==> config.mk <==
export PLATFORM = sky130hd
export DESIGN_NAME = frame_fetch_flat
export DESIGN_NICKNAME = d
export VERILOG_FILES = /design/src/rtl/vga_pkg.sv /design/src/rtl/frame_fetch_if.sv /design/src/rtl/pix_fifo.sv /design/src/rtl/frame_fetch.sv /design/src/flat_wrapper.sv
export SDC_FILE = /design/constraint.sdc
export NUM_CORES = 1
export LEC_CHECK = 0
export ABC_AREA = 0
export BUFFER_PORTS_ARGS = -buffer_cell sky130_fd_sc_hd__buf_2
export CORE_MARGIN = 5
export CORE_UTILIZATION = 55
export DETAILED_ROUTE_END_ITERATION = 10
export GPL_TIMING_DRIVEN = 0
export HOLD_SLACK_MARGIN = 0.03
export PLACE_DENSITY = 0.78
export SLEW_MARGIN = 0
export SYNTH_ARGS = -nofsm -noshare
export SYNTH_HDL_FRONTEND = slang
export SYNTH_SLANG_ARGS = --single-unit
==> constraint.sdc <==
create_clock -name clk -period 2 [get_ports clk]
set_input_delay 0.1 -clock clk [delete_from_list [all_inputs] [get_ports clk]]
set_output_delay 0.1 -clock clk [all_outputs]
set_load 0.005 [all_outputs]
==> src/rtl/vga_pkg.sv <==
// Shared types and defaults for the VGA framebuffer path.
// Pixel width, fetch FSM encoding and default fetch timing.
package vga_pkg;

  localparam int PIX_W          = 4;
  localparam int DEF_DEPTH      = 4;
  localparam int DEF_FETCH_LAT  = 2;
  localparam int DEF_RST_CYCLES = 4;

  typedef enum logic [1:0] {
    IDLE  = 2'd0,
    RSTP  = 2'd1,
    FETCH = 2'd2
  } state_t;

endpackage

==> src/rtl/frame_fetch_if.sv <==
// Pixel handshake between the prefetch stage and scanout.
// master drives valid/data, slave drives ready.
interface frame_fetch_if #(
  parameter int PIX_W = vga_pkg::PIX_W
);

  logic             pix_valid_o;
  logic [PIX_W-1:0] pix_data_o;
  logic             pix_ready_i;

  modport master (
    output pix_valid_o,
    output pix_data_o,
    input  pix_ready_i
  );

  modport slave (
    input  pix_valid_o,
    input  pix_data_o,
    output pix_ready_i
  );

endinterface

==> src/rtl/pix_fifo.sv <==
// Synchronous first-word-fall-through pixel FIFO.
// Head reads as zero while empty.
module pix_fifo #(
  parameter int DEPTH = 4,
  parameter int PIX_W = 4,
  localparam int AW   = $clog2(DEPTH),
  localparam int LW   = AW + 1
) (
  input  logic             clk,
  input  logic             rst_n,
  input  logic             clear,
  input  logic             push,
  input  logic             pop,
  input  logic [PIX_W-1:0] din,
  output logic             valid,
  output logic [PIX_W-1:0] dout,
  output logic [LW-1:0]    level
);

  logic [PIX_W-1:0] mem [DEPTH];
  logic [AW-1:0]    rd_ptr;
  logic [AW-1:0]    wr_ptr;
  logic [LW-1:0]    cnt;

  always_ff @(posedge clk) begin
    if (push && rst_n && !clear) begin
      mem[wr_ptr] <= din;
    end
  end

  always_ff @(posedge clk) begin
    if (!rst_n || clear) begin
      rd_ptr <= '0;
      wr_ptr <= '0;
      cnt    <= '0;
    end else begin
      if (push) wr_ptr <= wr_ptr + 1'b1;
      if (pop)  rd_ptr <= rd_ptr + 1'b1;
      case ({push, pop})
        2'b10:   cnt <= cnt + 1'b1;
        2'b01:   cnt <= cnt - 1'b1;
        default: cnt <= cnt;
      endcase
    end
  end

  assign valid = (cnt != '0);
  assign dout  = valid ? mem[rd_ptr] : '0;
  assign level = cnt;

endmodule

==> src/rtl/frame_fetch.sv <==
// Prefetches gray pixels from the RP2040 framebuffer into a FIFO
// so scanout never waits on the strobe-to-sample latency.
module frame_fetch #(
  parameter int PIX_W      = vga_pkg::PIX_W,
  parameter int DEPTH      = vga_pkg::DEF_DEPTH,
  parameter int FETCH_LAT  = vga_pkg::DEF_FETCH_LAT,
  parameter int RST_CYCLES = vga_pkg::DEF_RST_CYCLES
) (
  input  logic                   clk,
  input  logic                   rst_n,
  input  logic                   frame_start_i,
  frame_fetch_if.master          pix,
  output logic                   underrun_o,
  output logic [$clog2(DEPTH):0] level_o,
  output logic                   frame_next_pixel_out,
  output logic                   frame_reset_out,
  input  logic [PIX_W-1:0]       frame_pixel_in
);

  import vga_pkg::*;

  localparam int CW = (RST_CYCLES > 1) ? $clog2(RST_CYCLES) : 1;

  state_t               state_q;
  state_t               state_d;
  logic [CW-1:0]        cnt_q;
  logic [CW-1:0]        cnt_d;
  logic                 rst_out_d;
  logic                 strobe_q;
  logic [FETCH_LAT-1:0] pipe_q;
  logic                 issue;
  logic                 push;
  logic                 pop;
  logic                 fifo_valid;
  logic                 underrun_d;
  int                   inflight;
  int                   credit;

  always_comb begin
    state_d   = state_q;
    cnt_d     = cnt_q;
    rst_out_d = 1'b0;
    unique case (state_q)
      IDLE: begin
      end
      RSTP: begin
        if (cnt_q == '0) begin
          state_d = FETCH;
        end else begin
          cnt_d     = cnt_q - 1'b1;
          rst_out_d = 1'b1;
        end
      end
      FETCH: begin
      end
      default: state_d = IDLE;
    endcase
    if (frame_start_i) begin
      state_d   = RSTP;
      cnt_d     = CW'(RST_CYCLES - 1);
      rst_out_d = 1'b1;
    end
  end

  // The strobe just raised counts as in flight, so credit never overshoots.
  always_comb begin
    inflight = int'(strobe_q);
    for (int i = 0; i < FETCH_LAT; i++) begin
      inflight += int'(pipe_q[i]);
    end
    credit = int'(level_o) + inflight;
  end

  assign issue = (state_d == FETCH) && !strobe_q && (credit < DEPTH);
  assign push  = pipe_q[FETCH_LAT-1] && !frame_start_i;
  assign pop   = pix.pix_ready_i && fifo_valid && !frame_start_i;

  assign underrun_d = (state_q == FETCH) && pix.pix_ready_i && !fifo_valid;

  always_ff @(posedge clk) begin
    if (!rst_n) begin
      state_q         <= IDLE;
      cnt_q           <= '0;
      frame_reset_out <= 1'b0;
      underrun_o      <= 1'b0;
      strobe_q        <= 1'b0;
      pipe_q          <= '0;
    end else begin
      state_q         <= state_d;
      cnt_q           <= cnt_d;
      frame_reset_out <= rst_out_d;
      underrun_o      <= underrun_d;
      if (frame_start_i) begin
        strobe_q <= 1'b0;
        pipe_q   <= '0;
      end else begin
        strobe_q <= issue;
        pipe_q   <= (pipe_q << 1) | FETCH_LAT'(strobe_q);
      end
    end
  end

  assign frame_next_pixel_out = strobe_q;
  assign pix.pix_valid_o      = fifo_valid;

  pix_fifo #(
    .DEPTH (DEPTH),
    .PIX_W (PIX_W)
  ) u_fifo (
    .clk   (clk),
    .rst_n (rst_n),
    .clear (frame_start_i),
    .push  (push),
    .pop   (pop),
    .din   (frame_pixel_in),
    .valid (fifo_valid),
    .dout  (pix.pix_data_o),
    .level (level_o)
  );

endmodule

==> src/flat_wrapper.sv <==
// flat-port wrapper written by rule: the top's interface ports become plain ports
module frame_fetch_flat import vga_pkg::*;
#(
  parameter int PIX_W      = vga_pkg::PIX_W,
  parameter int DEPTH      = vga_pkg::DEF_DEPTH,
  parameter int FETCH_LAT  = vga_pkg::DEF_FETCH_LAT,
  parameter int RST_CYCLES = vga_pkg::DEF_RST_CYCLES
)
  (clk, rst_n, frame_start_i, underrun_o, level_o, frame_next_pixel_out, frame_reset_out, frame_pixel_in, pix_pix_valid_o, pix_pix_data_o, pix_pix_ready_i);
  frame_fetch_if #(.PIX_W(PIX_W)) pix_i ();
  input  logic clk;
  input  logic rst_n;
  input  logic frame_start_i;
  output logic underrun_o;
  output logic [$clog2(DEPTH):0] level_o;
  output logic frame_next_pixel_out;
  output logic frame_reset_out;
  input  logic [PIX_W-1:0] frame_pixel_in;
  output wire logic [$bits(pix_i.pix_valid_o)-1:0] pix_pix_valid_o;
  output wire logic [$bits(pix_i.pix_data_o)-1:0] pix_pix_data_o;
  input wire logic [$bits(pix_i.pix_ready_i)-1:0] pix_pix_ready_i;
  assign pix_pix_valid_o = pix_i.pix_valid_o;
  assign pix_pix_data_o = pix_i.pix_data_o;
  assign pix_i.pix_ready_i = pix_pix_ready_i;
  frame_fetch #(.PIX_W(PIX_W), .DEPTH(DEPTH), .FETCH_LAT(FETCH_LAT), .RST_CYCLES(RST_CYCLES)) u_core (.clk(clk), .rst_n(rst_n), .frame_start_i(frame_start_i), .pix(pix_i), .underrun_o(underrun_o), .level_o(level_o), .frame_next_pixel_out(frame_next_pixel_out), .frame_reset_out(frame_reset_out), .frame_pixel_in(frame_pixel_in));
endmodule
==> results.toml <==
[synth]
post_synth_num_cell_types = 28
syn-cell-area_um2 = 1440
post_synth.cell_area_avg_um2 = 12.7
synth-async-reset-ratio_pct = 0
synth.yosys.warnings = 0
netlist_instances = 113
synth-edff-count = 16
ys_dominant_reg_cell = "sky130_fd_sc_hd__dfxtp_1"
syn-num-nets = 131
seq_area_frac_synth_pct = 58.4
ys_ff_latch = 34

[timing]
rsz0062_at_grt = "false"
report.final.hold_viol_count = 0
timing_max_transition_violations_final = 0
slew_headroom_pct = 43.0
clock-skew-final_ps = 3.85
holdWs_ps = 129
finalWorstPathRequiredPeriod_ps = 1880
setup_viol = 0
measured_slew_at_the_worst_slew_check_pin_ps = 848
setup_slack_ps = 117
final.period_utilization_pct = 94.1
max_freq_ghz = 0.531
setup-tns-final_ps = 0

[placed_design]
post_dp_cell_area_um2 = 1560
finalWeightedCongestion = 0.799
cell_count_post_placement = 160
pre_cts_slack_ps = 9.58
dpl.hpwl_um = 1730
count_of_port_buffers_added_during_placement = 17

[global_route]
grt_overflow_total = 0
grt_antenna_before_repair = 0
grt_use_total_pct = 14.1
pin_count_of_the_biggest_net_entering_global_routing = 12
grt_pass1_wl_um = 3780
grt_pass1_vias = 860

[floorplan]
width_of_the_die_um = 61.2
floorplan.rows = 18
floorplan.initialDensity_pct = 57.6
core_area_um2 = 2500
floorplan.die.height_um = 61.2
io_pins = 19
floorplan.die_area_um2 = 3740

[final_layout]
final_cells = 175
fillcell_total = 181
final-seq-area_um2 = 850
finish.net_count = 162
layout_common_cells = "sky130_fd_sc_hd__buf_2, sky130_fd_sc_hd__edfxtp_1, sky130_fd_sc_hd__dfxtp_1"
diodes = 0
finalInstanceArea_um2 = 1710
layout.cells.most_common = "sky130_fd_sc_hd__buf_2"
multiInputGateArea_um2 = 572
drive_above_1_share_pct = 26.9
syn2layout_area_growth_pct = 19.1

[worst_setup_path]
worst-path-max-fanout = 6
crit_chain = "o31ai_4 -> nor2_1 -> ha_2 -> inv_1 -> fa_2 -> xor2_1 -> or3_1 -> a21oi_2"
critPathTopFamily = "adder cells"
worstPathBufferInverterCount = 1
cp-start-kind = "flop"
worst_path_max_delay_cell = "sky130_fd_sc_hd__dfxtp_4"
path_class = "reg -> reg"
worstSetupEndpointType = "flop"
required_ps = 2250
timing.critical_path.slowest_cell_delay_ps = 400
crit_arrival_ps = 2140

[drt]
detailedRoute.firstPassIterationCount = 3
drc_errors = 0
drt-wirelength-per-cell_um = 13.3
detail_route.iter0.violations = 22
ant_nets = 0
route.final.wire_length_um = 2340
post_drt_via_cell_ratio = 5.12
vias = 896

[clocking]
clock_latency_late_sink_ps = 320
cts_root_buf = "sky130_fd_sc_hd__clkbuf_4"
htree_levels = 2
tritoncts_clock_tree = "done"
clock_sinks = 34
cts_buffers = 5
clk_transition_reported_paths_ps = 100
cts-root-to-sink-buffers = 2

[status]
run_status = "complete, no violations"

[power_and_ir_drop]
power_density_over_cell_area_nw_per_um2 = 671
leakagePower_nw = 0.681
vdd_drop_max_v = 0.000621

[hold_path]
holdCritPathClass = "in -> reg"

[run]
cap_viol_max_count = 0
logic make-up (layout without fill, tap and decap cells):
logic type	Yosys count	after routing	share of synthesized area, %
buffers and inverters	11	43	3.39
and+or+nand+nor	37	37	14.1
DFF	34	34	58.4
xor gates and xnor gates	5	5	3.04
muxes	5	5	6.96
AOI/OAI and AO/OA	11	11	4.87
adders and majority gates	10	10	9.22
worst paths after layout:
kind	cells past startpoint	slack, ps	to	startpoint
setup / recovery	8	120	u_core.u_fifo.level[2]$_SDFFE_PP0P_	u_core.u_fifo.level[0]$_SDFFE_PP0P_
hold / removal	2	130	u_core.underrun_o$_SDFF_PN0_	pix_pix_ready_i
hold reg to reg	1	490	u_core.pipe_q[1]$_SDFF_PP0_	u_core.pipe_q[0]$_SDFF_PP0_
setup reg to reg	8	120	u_core.u_fifo.level[2]$_SDFFE_PP0P_	u_core.u_fifo.level[0]$_SDFFE_PP0P_
per-stage QoR:
stage               utilization [%]  total power [mW]
global route                   68.6              1.20
detailed placement             62.5             0.805
CTS                            66.7              1.16
floorplan                         -             0.786
global placement               62.5             0.803
finish                         68.6              1.15
area by class of cell:
class | count | area share, %
clock buffer | 5 | 2.19
clock inverter | 3 | 0.949
buffer | 1 | 0.657
inverter | 10 | 2.19
multi-input combinational | 68 | 33.4
tap | 30 | 2.19
timing repair buffer | 24 | 8.91
sequential | 34 | 49.6
synth_stat cells (2+ instances only):
| master | count | area (µm²) |
|---|---|---|
| sky130_fd_sc_hd__nor2_1 | 14 | 52.6 |
| sky130_fd_sc_hd__nor2b_1 | 6 | 37.5 |
| sky130_fd_sc_hd__edfxtp_1 | 16 | 480 |
| sky130_fd_sc_hd__or3_1 | 2 | 12.5 |
| sky130_fd_sc_hd__ha_1 | 9 | 113 |
| sky130_fd_sc_hd__xnor2_1 | 2 | 17.5 |
| sky130_fd_sc_hd__and2_1 | 6 | 37.5 |
| sky130_fd_sc_hd__xor2_1 | 3 | 26.3 |
| sky130_fd_sc_hd__a21oi_1 | 4 | 20.0 |
| sky130_fd_sc_hd__dfxtp_1 | 18 | 360 |
| sky130_fd_sc_hd__nand2_1 | 2 | 7.51 |
| sky130_fd_sc_hd__o21ai_0 | 2 | 10.0 |
| sky130_fd_sc_hd__mux4_2 | 4 | 90.1 |
| sky130_fd_sc_hd__inv_1 | 10 | 37.5 |
| sky130_fd_sc_hd__nor3_1 | 2 | 10.0 |
metal layers:
layer	track usage [%]	wire, µm	up-vias
met5	0	0	-
met4	6.50	31	0
met3	3.77	108	4
met2	24.0	1160	16
met1	16.6	1030	424
li1	-	-	452
state kept, by name (all words and copies together), names as in the netlist, named ones only:
name and count:
u_core.cnt_q 2, u_core.u_fifo.rd_ptr 2, u_core.state_q 2, u_core.underrun_o 1
u_core.u_fifo.level 3, u_core.pipe_q 2, u_core.frame_next_pixel_out 1, u_core.u_fifo.mem 16
u_core.u_fifo.wr_ptr 2, u_core.frame_reset_out 1
repair_timing:
item,4_1_cts,5_1_grt
hold endpoints to repair,18,1
buffers inserted,0,1
gates resized for setup,1,9
pin swaps,0,4
hold buffers,5,1
endpoints found under the setup margin,1,2
where the power goes:
part | switching (mW) | leakage, nW | internal, mW
registers | 0.00333 | 0.292 | 0.732
clock network | 0.222 | 0.0286 | 0.131
logic | 0.0319 | 0.360 | 0.0304
(Power assumes the default switching activity.)
